### src/rtl/dmem_seq_pkg.sv
// Shared encodings and helpers for the byte-serial data-memory access sequencer.
// The sequencer state is kept as plain localparam constants so older tools can consume it.
package dmem_seq_pkg;

    localparam logic [1:0] SZ_BYTE = 2'b00;
    localparam logic [1:0] SZ_HALF = 2'b01;
    localparam logic [1:0] SZ_WORD = 2'b10;
    localparam logic [1:0] SZ_RSVD = 2'b11;

    typedef logic [1:0] state_t;

    localparam state_t ST_IDLE   = 2'd0;
    localparam state_t ST_ACCESS = 2'd1;
    localparam state_t ST_DONE   = 2'd2;

    // Number of byte beats for an access size; the reserved encoding yields none.
    function automatic logic [2:0] beats_for_size(input logic [1:0] sz);
        logic [2:0] n;
        case (sz)
            SZ_BYTE: n = 3'd1;
            SZ_HALF: n = 3'd2;
            SZ_WORD: n = 3'd4;
            default: n = 3'd0;
        endcase
        return n;
    endfunction

endpackage

### src/rtl/dmem_load_extend.sv
// Right-aligned load result extension (byte/half/word, signed or unsigned).
// Purely combinational so the writeback mux can reuse it.
module dmem_load_extend
    import dmem_seq_pkg::*;
#(
    parameter int DATA_WIDTH = 8,
    parameter int WORD_WIDTH = 32
) (
    input  logic [WORD_WIDTH-1:0] asm_i,
    input  logic [1:0]            size_i,
    input  logic                  is_unsigned_i,
    output logic [WORD_WIDTH-1:0] rdata_o
);

    localparam int HALF_WIDTH = 2 * DATA_WIDTH;

    logic byte_sign_s;
    logic half_sign_s;

    assign byte_sign_s = ~is_unsigned_i & asm_i[DATA_WIDTH-1];
    assign half_sign_s = ~is_unsigned_i & asm_i[HALF_WIDTH-1];

    // Replicate the sign (or zero) above the loaded field.
    always_comb begin
        case (size_i)
            SZ_BYTE: rdata_o = {{(WORD_WIDTH-DATA_WIDTH){byte_sign_s}}, asm_i[DATA_WIDTH-1:0]};
            SZ_HALF: rdata_o = {{(WORD_WIDTH-HALF_WIDTH){half_sign_s}}, asm_i[HALF_WIDTH-1:0]};
            default: rdata_o = asm_i;
        endcase
    end

endmodule

### src/rtl/dmem_access_sequencer.sv
// Serialises 8/16/32-bit loads and stores onto a byte-wide memory, MSB first.
// Define DMEM_ALIGN_CHECK_EN to reject misaligned half/word accesses with err.
module dmem_access_sequencer
    import dmem_seq_pkg::*;
#(
    parameter int DATA_WIDTH     = 8,
    parameter int MEMORY_SIZE    = 16384,
    parameter int ADDRESS_LENGTH = $clog2(MEMORY_SIZE),
    parameter int WORD_WIDTH     = 32
) (
    input  logic                      clk,
    input  logic                      rst_n,
    input  logic                      req,
    input  logic                      we,
    input  logic [1:0]                size,
    input  logic                      is_unsigned,
    input  logic [ADDRESS_LENGTH-1:0] addr,
    input  logic [WORD_WIDTH-1:0]     wdata,
    output logic                      busy,
    output logic                      done,
    output logic                      err,
    output logic [WORD_WIDTH-1:0]     rdata,
    output logic [ADDRESS_LENGTH-1:0] mem_addr,
    output logic [DATA_WIDTH-1:0]     mem_wdata,
    output logic                      mem_we,
    input  logic [DATA_WIDTH-1:0]     mem_rdata
);

    localparam int ASM_W = WORD_WIDTH - DATA_WIDTH;

    state_t                    state_q, state_d;
    logic                      we_q, we_d;
    logic [1:0]                size_q, size_d;
    logic                      uns_q, uns_d;
    logic [1:0]                beat_q, beat_d;
    logic [WORD_WIDTH-1:0]     sdata_q, sdata_d;
    logic [ASM_W-1:0]          asm_q, asm_d;
    logic                      busy_q, busy_d;
    logic                      done_q, done_d;
    logic                      err_q, err_d;
    logic [WORD_WIDTH-1:0]     rdata_q, rdata_d;
    logic [ADDRESS_LENGTH-1:0] mem_addr_q, mem_addr_d;
    logic [DATA_WIDTH-1:0]     mem_wdata_q, mem_wdata_d;
    logic                      mem_we_q, mem_we_d;

    logic                      reject_s;
    logic                      last_beat_s;
    logic [WORD_WIDTH-1:0]     aligned_s;
    logic [WORD_WIDTH-1:0]     asm_next_s;
    logic [WORD_WIDTH-1:0]     ext_s;

`ifdef DMEM_ALIGN_CHECK_EN
    assign reject_s = (size == SZ_RSVD)
                   || ((size == SZ_HALF) && (addr[0] != 1'b0))
                   || ((size == SZ_WORD) && (addr[1:0] != 2'b00));
`else
    assign reject_s = (size == SZ_RSVD);
`endif

    assign last_beat_s = ({1'b0, beat_q} == (beats_for_size(size_q) - 3'd1));
    assign asm_next_s  = {asm_q, mem_rdata};

    // Left-justify store data so every beat simply takes the top byte.
    always_comb begin
        case (size)
            SZ_BYTE: aligned_s = {wdata[DATA_WIDTH-1:0], {ASM_W{1'b0}}};
            SZ_HALF: aligned_s = {wdata[2*DATA_WIDTH-1:0], {(WORD_WIDTH-2*DATA_WIDTH){1'b0}}};
            default: aligned_s = wdata;
        endcase
    end

    dmem_load_extend #(
        .DATA_WIDTH (DATA_WIDTH),
        .WORD_WIDTH (WORD_WIDTH)
    ) u_extend (
        .asm_i         (asm_next_s),
        .size_i        (size_q),
        .is_unsigned_i (uns_q),
        .rdata_o       (ext_s)
    );

    // Next-state logic; DONE accepts a new request exactly like IDLE.
    always_comb begin
        state_d     = state_q;
        we_d        = we_q;
        size_d      = size_q;
        uns_d       = uns_q;
        beat_d      = beat_q;
        sdata_d     = sdata_q;
        asm_d       = asm_q;
        busy_d      = busy_q;
        done_d      = 1'b0;
        err_d       = 1'b0;
        rdata_d     = rdata_q;
        mem_addr_d  = mem_addr_q;
        mem_wdata_d = mem_wdata_q;
        mem_we_d    = 1'b0;
        case (state_q)
            ST_IDLE, ST_DONE: begin
                if (req) begin
                    we_d   = we;
                    size_d = size;
                    uns_d  = is_unsigned;
                    busy_d = 1'b1;
                    if (reject_s) begin
                        state_d = ST_DONE;
                        done_d  = 1'b1;
                        err_d   = 1'b1;
                    end else begin
                        state_d    = ST_ACCESS;
                        beat_d     = 2'd0;
                        asm_d      = {ASM_W{1'b0}};
                        mem_addr_d = addr;
                        mem_we_d   = we;
                        if (we) begin
                            mem_wdata_d = aligned_s[WORD_WIDTH-1 -: DATA_WIDTH];
                            sdata_d     = aligned_s << DATA_WIDTH;
                        end else begin
                            sdata_d = sdata_q;
                        end
                    end
                end else begin
                    state_d = ST_IDLE;
                    busy_d  = 1'b0;
                end
            end
            ST_ACCESS: begin
                if (!we_q) begin
                    asm_d = asm_next_s[ASM_W-1:0];
                end else begin
                    asm_d = asm_q;
                end
                if (last_beat_s) begin
                    state_d = ST_DONE;
                    done_d  = 1'b1;
                    if (!we_q) begin
                        rdata_d = ext_s;
                    end else begin
                        rdata_d = rdata_q;
                    end
                end else begin
                    beat_d     = beat_q + 2'd1;
                    mem_addr_d = mem_addr_q + ADDRESS_LENGTH'(1);
                    mem_we_d   = we_q;
                    if (we_q) begin
                        mem_wdata_d = sdata_q[WORD_WIDTH-1 -: DATA_WIDTH];
                        sdata_d     = sdata_q << DATA_WIDTH;
                    end else begin
                        sdata_d = sdata_q;
                    end
                end
            end
            default: begin
                state_d = ST_IDLE;
                busy_d  = 1'b0;
            end
        endcase
    end

    // State and registered-output update; reset abandons any partial access.
    always_ff @(posedge clk or negedge rst_n) begin
        if (!rst_n) begin
            state_q     <= ST_IDLE;
            we_q        <= 1'b0;
            size_q      <= SZ_BYTE;
            uns_q       <= 1'b0;
            beat_q      <= 2'd0;
            sdata_q     <= {WORD_WIDTH{1'b0}};
            asm_q       <= {ASM_W{1'b0}};
            busy_q      <= 1'b0;
            done_q      <= 1'b0;
            err_q       <= 1'b0;
            rdata_q     <= {WORD_WIDTH{1'b0}};
            mem_addr_q  <= {ADDRESS_LENGTH{1'b0}};
            mem_wdata_q <= {DATA_WIDTH{1'b0}};
            mem_we_q    <= 1'b0;
        end else begin
            state_q     <= state_d;
            we_q        <= we_d;
            size_q      <= size_d;
            uns_q       <= uns_d;
            beat_q      <= beat_d;
            sdata_q     <= sdata_d;
            asm_q       <= asm_d;
            busy_q      <= busy_d;
            done_q      <= done_d;
            err_q       <= err_d;
            rdata_q     <= rdata_d;
            mem_addr_q  <= mem_addr_d;
            mem_wdata_q <= mem_wdata_d;
            mem_we_q    <= mem_we_d;
        end
    end

    assign busy      = busy_q;
    assign done      = done_q;
    assign err       = err_q;
    assign rdata     = rdata_q;
    assign mem_addr  = mem_addr_q;
    assign mem_wdata = mem_wdata_q;
    assign mem_we    = mem_we_q;

endmodule
### config.mk
export PLATFORM = sky130hd
export DESIGN_NAME = dmem_access_sequencer
export DESIGN_NICKNAME = d
export VERILOG_FILES = /design/src/rtl/dmem_seq_pkg.sv /design/src/rtl/dmem_load_extend.sv /design/src/rtl/dmem_access_sequencer.sv
export SDC_FILE = /design/constraint.sdc
export NUM_CORES = 1
export LEC_CHECK = 0
export CAP_MARGIN = 20
export CORE_UTILIZATION = 49
export CTS_BUF_LIST = sky130_fd_sc_hd__clkbuf_8 sky130_fd_sc_hd__clkbuf_16
export DETAILED_ROUTE_END_ITERATION = 16
export GPL_TIMING_DRIVEN = 1
export PLACE_DENSITY_LB_ADDON = 0.1
export SLEW_MARGIN = 5
export SYNTH_ARGS = -nofsm -noshare
export SYNTH_HDL_FRONTEND = slang
export SYNTH_SLANG_ARGS = --single-unit
### constraint.sdc
create_clock -name clk -period 3.4 [get_ports clk]
set_clock_uncertainty 0.15 [all_clocks]
set_input_delay 0.68 -clock clk [delete_from_list [all_inputs] [get_ports clk]]
set_output_delay 0.68 -clock clk [all_outputs]
set_load 0.02 [all_outputs]
# [Word-level counts from Yosys, hierarchy flattened]
# Cells that the tools add are included.
[totals] ff_bits=122 wordCells=87 out_inout_bits=58 input_bits=61
[classes] n_eq_ne=14 muxes=42 addsub=3 reduce_logical=10 bitwise=4
[ops] cell="one-hot mux 32 bit (2 select lines)" count=3
[ops] cell="two-way mux 32 bit" count=5
[ops] cell="two-way mux 24 bit" count=3
[ops] cell="one-hot mux 24 bit (2 select lines)" count=1
[ops] cell="two-way mux 14 bit" count=3
[ops] cell="two-way mux 8 bit" count=5
[ops] cell="one-hot mux 14 bit (2 select lines)" count=1
[ops] cell="one-hot mux 8 bit (2 select lines)" count=1
[ops] cell="adder 14 x 1 -> 14 bit, second input constant" count=1
[ops] cell="!= test 2 bit, second input constant" count=7
[ops] cell="two-way mux 2 bit" count=6
[ops] cell="one-hot mux 3 bit (3 select lines)" count=1
[ops] cell="two-way mux 1 bit" count=8
[ops] cell="one-hot mux 2 bit (2 select lines)" count=2
[ops] cell="AND reduction 4 bit" count=2
[ops] cell="equality test 2 x 1 -> 1 bit, second input constant" count=3
[ops] cell="equality test 2 bit, second input constant" count=3
[ops] cell="logical NOT 2 bit" count=3
[ops] cell="one-hot mux 1 bit (2 select lines)" count=3
[ops] cell="AND reduction 6 bit" count=1
[ops] cell="equality test 2 x 3 -> 1 bit" count=1
[ops] cell="AND reduction 3 bit" count=1
[ops] cell="subtractor 3 x 1 -> 3 bit, second input constant" count=1
[ops] cell="adder 2 x 1 -> 2 bit, second input constant" count=1
[ops] cell="other kinds (5)" count=7

# [Depth between registers and ports, before layout]
[depth] word_depth=6 mapped_depth=8 depth_no_buf=7

# [Cells and area by module]
# Synthesis repeated with hierarchy kept, for this count alone.
[hier_totals] hier_cells=559 area_unflattened_um2=5733.0
[by_module_without_submodules] module="dmem_access_sequencer" area_each_um2=5377.7 instances=1 cells_each=492 seq_area_each_um2=2852.7
[by_module_without_submodules] module="dmem_load_extend" area_each_um2=355.3 instances=1 cells_each=67 seq_area_each_um2=0.0

# [Least setup slack after synthesis]
# No wires, ideal clock.
[synth_timing] path_type="reg-to-reg" startpoint="register size_q[0]" endpoint="register mem_wdata_q[7], in the netlist mem_wdata[7]" slack_ns=0.731 n_path_buf=1 period_less_slack_ns=2.669 t_arrival_ns=2.394 setup_ns=0.125 stages_incl_launch_ff=9 required_ns=3.125 path_cell_list="dfrtp_1 -> or2_2 -> ha_1 -> xnor2_1 -> a211o_4 -> a32oi_4 -> inv_6 -> buf_12 -> mux2_4"
[synth_via] elab_chain_len=6 elab_cells_between_ends=8 classes_between="add/sub: 1; eq/ne: 4; mux: 1; reduce/logical: 2"
[synth_lines] element="from (decl)" line="dmem_access_sequencer.sv:33" source="logic [1:0] size_q, size_d;"
[synth_lines] element="from (signal assigned)" line="dmem_access_sequencer.sv:180" source="size_q <= size_d;"
[synth_lines] element="equality test 2 bit, or another cell as far along" line="dmem_seq_pkg.sv:19" source="case (sz)"
[synth_lines] element="one-hot mux 3 bit (3 select lines) *" line="dmem_seq_pkg.sv:19"
[synth_lines] element="subtractor 3 x 1 -> 3 bit *" line="dmem_access_sequencer.sv:60" source="assign last_beat_s = ({1'b0, beat_q} == (beats_for_size(size_q) - 3'd1));"
[synth_lines] element="equality test 2 x 3 -> 1 bit *" line="dmem_access_sequencer.sv:60"
[synth_lines] element="!= test 2 bit (no source line) *"
[synth_lines] element="AND reduction 6 bit (no source line) *"
[synth_lines] element="to (signal assigned)" line="dmem_access_sequencer.sv:175" source="mem_wdata_q <= {DATA_WIDTH{1'b0}};"
[synth_lines] element="to (signal assigned)" line="dmem_access_sequencer.sv:190" source="mem_wdata_q <= mem_wdata_d;"
[synth_lines] element="to (decl)" line="dmem_access_sequencer.sv:43" source="logic [DATA_WIDTH-1:0] mem_wdata_q, mem_wdata_d;"
# Every way passes the cells marked *; elsewhere a longest branch is shown, timed or not.
# A chain may end at the register's enable or synchronous reset.

# [Final worst setup path]
[layout_timing] startpoint="register size_q[0]" endpoint="register sdata_q[22]"
[layout_via] elab_chain_len=6 elab_cells_between_ends=8 classes_between="add/sub: 1; eq/ne: 4; mux: 1; reduce/logical: 2"
[layout_lines] element="equality test 2 bit, or another cell as far along" line="dmem_seq_pkg.sv:19"
[layout_lines] element="one-hot mux 3 bit (3 select lines) *" line="dmem_seq_pkg.sv:19"
[layout_lines] element="subtractor 3 x 1 -> 3 bit *" line="dmem_access_sequencer.sv:60"
[layout_lines] element="equality test 2 x 3 -> 1 bit *" line="dmem_access_sequencer.sv:60"
[layout_lines] element="!= test 2 bit (no source line) *"
[layout_lines] element="AND reduction 6 bit (no source line) *"
[layout_lines] element="to (signal assigned)" line="dmem_access_sequencer.sv:168" source="sdata_q <= {WORD_WIDTH{1'b0}};"
[layout_lines] element="to (signal assigned)" line="dmem_access_sequencer.sv:183" source="sdata_q <= sdata_d;"
[layout_lines] element="to (decl)" line="dmem_access_sequencer.sv:36" source="logic [WORD_WIDTH-1:0] sdata_q, sdata_d;"
# Marked as above.

==> impl_metrics.tcl <==
set metrics [dict create \
    crit_arrival_ns 3.06 \
    dp_hpwl_mm 8.91 \
    die_h_um 109 \
    p_per_area_nw_per_um2 1080 \
    diodes 0 \
    cp_num_buf_inv 1 \
    cts_max_path_buffers 2 \
    worst_hold_path_type "in2async" \
    overflow 0 \
    power.leakage_nw 3.18 \
    combPwrFrac 0.467 \
    crit_cells 7 \
    vias 4640 \
    synth_common_cells "114 x dfrtp_1, 104 x nand2_1, 56 x a21oi_1, 43 x nor2_1, 34 x o21ai_0" \
    cts_tree "done" \
    setup.worst_path.end_class "flop" \
    crit_end "sdata_q[22]" \
    synthCells 554 \
    antenna_found_initial 0 \
    wirelength_mm 13.7 \
    clk_latency_ns 0.41 \
    crit_path_max_incr_delay_ns 0.46 \
    synth_edf_count 0 \
    clockPowerShare 0.229 \
    core_area_sq_um 10900 \
    nNetsFinal 727 \
    cts_inserted_buffers 17 \
    max_cap_viol_count 0 \
    ctsHoldBuffers 0 \
    drv_slew 0 \
    max_freq_mhz 341 \
    drtIter0Drc 261 \
    path_class "reg2reg" \
    synth_top_area_cell "dfrtp_1" \
    r2r_slack_ns 0.47 \
    synth_top_area_share 0.513 \
    io_buffers 118 \
    status "finished, final reports clean" \
    cts_resized 0 \
    cp_top_family "compound AO/OA/AOI/OAI gates" \
    p_int_w 0.00494 \
    cts_setup_buffers 0 \
    synth-seq-cells 114 \
    worstMarginPinSlew_ns 0.756 \
    grt_max_degree 59 \
    rsz0062_at_grt "no" \
    grt_usage 0.247 \
    reg2reg_to "sdata_q[22]" \
    switchingPower_w 0.00313 \
    netSwitchingFraction 0.387 \
    synth_area_sq_um 5560 \
    place_congestion 0.790 \
    remaining_drc_errors 0 \
    die_area_sq_um 11800 \
    finalSetupTns_ns 0 \
    worstPathRequired_ns 3.53 \
    die_w_um 109 \
    yosysWarnings 0 \
    fin_area_sq_um 7450 \
    clk_pin_slew_worst_paths_ns 0.06 \
    start_util 0.509 \
    avgViaCountPerCell 5.68 \
    ios 119 \
    period_share 0.862 \
    cts.sinks 114 \
    pwr-share-seq 0.305 \
    grt_pass1_vias 4651 \
    critPathSlowestCell "a32oi_4" \
    syn2layout_area_growth_pct 34.0 \
    wl_per_cell_um 16.8 \
    async_flop_share 1.00 \
    vdd_drop_max_uv 520 \
    cts.root.buffer_cell "clkbuf_16" \
    synthDistinctLibCells 56 \
    ant_nets 0 \
    rr_startpoint "size_q[0]" \
    slew_headroom 0.496 \
    synth_flop_cell "dfrtp_1" \
    htreeDepth 4 \
    startpoint "size_q[0]" \
    syn_nets 617 \
    grt_pass1_wl_mm 22.3 \
    synth_area_leaders "dfrtp_1 51%, nand2_1 7.0%, a21oi_1 5.0%" \
    hold_violations 0 \
    firstDrtPassIters 4 \
    rows 38 \
    reg2reg_depth 7 \
    setup_viol 0 \
    finalCriticalPeriod_ns 2.93 \
    start_kind "flop" \
    path_cells "or2_2, ha_1, xnor2_1, a211o_4, a32oi_4, inv_6, mux2_4" \
    place_area_sq_um 6840 \
    crit_path_max_fanout 25 \
    syn_area_per_cell_sq_um 10.0 \
    drive_above_1_share 0.154 \
    ys_seq_area_frac 0.513 \
    yosysMostFrequentCell "dfrtp_1" \
]
-- registers in the layout, indices dropped and copies added, names as in the netlist --
signal     flops
state_q        2
mem_addr      14
done           1
beat_q         2
mem_we         1
sdata_q       24
mem_wdata      8
size_q         2
we_q           1
uns_q          1
err            1
asm_q         24
busy           1
rdata         32
-- final cells by class --
type	instances	area, sq um
inverters	4	20.0
clock inverters	11	135
flip-flops and latches	114	2850
fillers	853	3480
clock buffers	21	480
well taps	140	175
repair buffers	130	1290
multi-input cells	397	2500
-- how the worst min path moves through the flow --
stage               from         to  slack [ns]  depth (start not counted)
2_1_floorplan      rst_n   asm_q[0]        0.23                          0
5_1_grt            rst_n  rdata[20]        0.23                          1
3_5_place_dp   asm_q[22]  asm_q[22]        0.33                          2
3_3_place_gp   asm_q[18]  asm_q[18]        0.31                          2
6_report           rst_n  rdata[20]        0.18                          1
4_1_cts            rst_n  rdata[20]        0.21                          1
-- layer usage --
layer	wire length [um]	track usage
met1	5830	0.313
met3	654	0.0639
met4	227	0.0946
met2	6970	0.403
met5	0	0
-- worst reg2reg max path, cell delays in order, from the launching register on --
cell and delay [ns]:
dfrtp_1 0.44, or2_2 0.33, ha_1 0.30, xnor2_1 0.21, a211o_4 0.35, a32oi_4 0.46
inv_6 0.22, mux2_4 0.35
-- cells by family (layout without fill, tap and decap cells) --
logic type,after synthesis,after routing,share of synthesized area
fa+ha+maj,2,2,0.00450
simple gates,197,197,0.153
buf+inv,43,166,0.0432
flops,114,114,0.513
mux,51,51,0.113
xor+xnor,2,2,0.00315
compound gates,145,145,0.170
-- placed cells by master, fill, tap and decap left out, types with 10 or more instances in the layout --
| cell type | instances |
|---|---|
| dfrtp_1 | 114 |
| mux2_2 | 23 |
| nand2_1 | 104 |
| clkdlybuf4s50_1 | 117 |
| o21ai_0 | 34 |
| nor2_1 | 43 |
| mux2_4 | 18 |
| a21oi_1 | 56 |
| nand3_1 | 19 |
| buf_4 | 11 |
| mux2i_1 | 10 |
| clkbuf_16 | 17 |
-- power by group through the flow --
stage	registers, W	logic, W	clock network, W
detailed placement	0.00246	0.00376	0
finish	0.00246	0.00377	0.00184
floorplan	0.00278	0.00213	0
global route	0.00255	0.00410	0.00193
global placement	0.00244	0.00365	0
CTS	0.00246	0.00379	0.00186
-- through the flow --
stage               hold WS (ns)   util  total power, W  setup slack (ns)  std cells
finish                     0.179  0.682         0.00807             0.468        817
global route               0.233  0.682         0.00858             0.270        817
CTS                        0.208  0.682         0.00811             0.491        817
detailed placement         0.331  0.625         0.00622             0.391        785
global placement           0.314  0.625         0.00609             0.476        785
floorplan                  0.234      -         0.00491             0.731        554
Note: power is estimated with default switching activity, not from simulation.
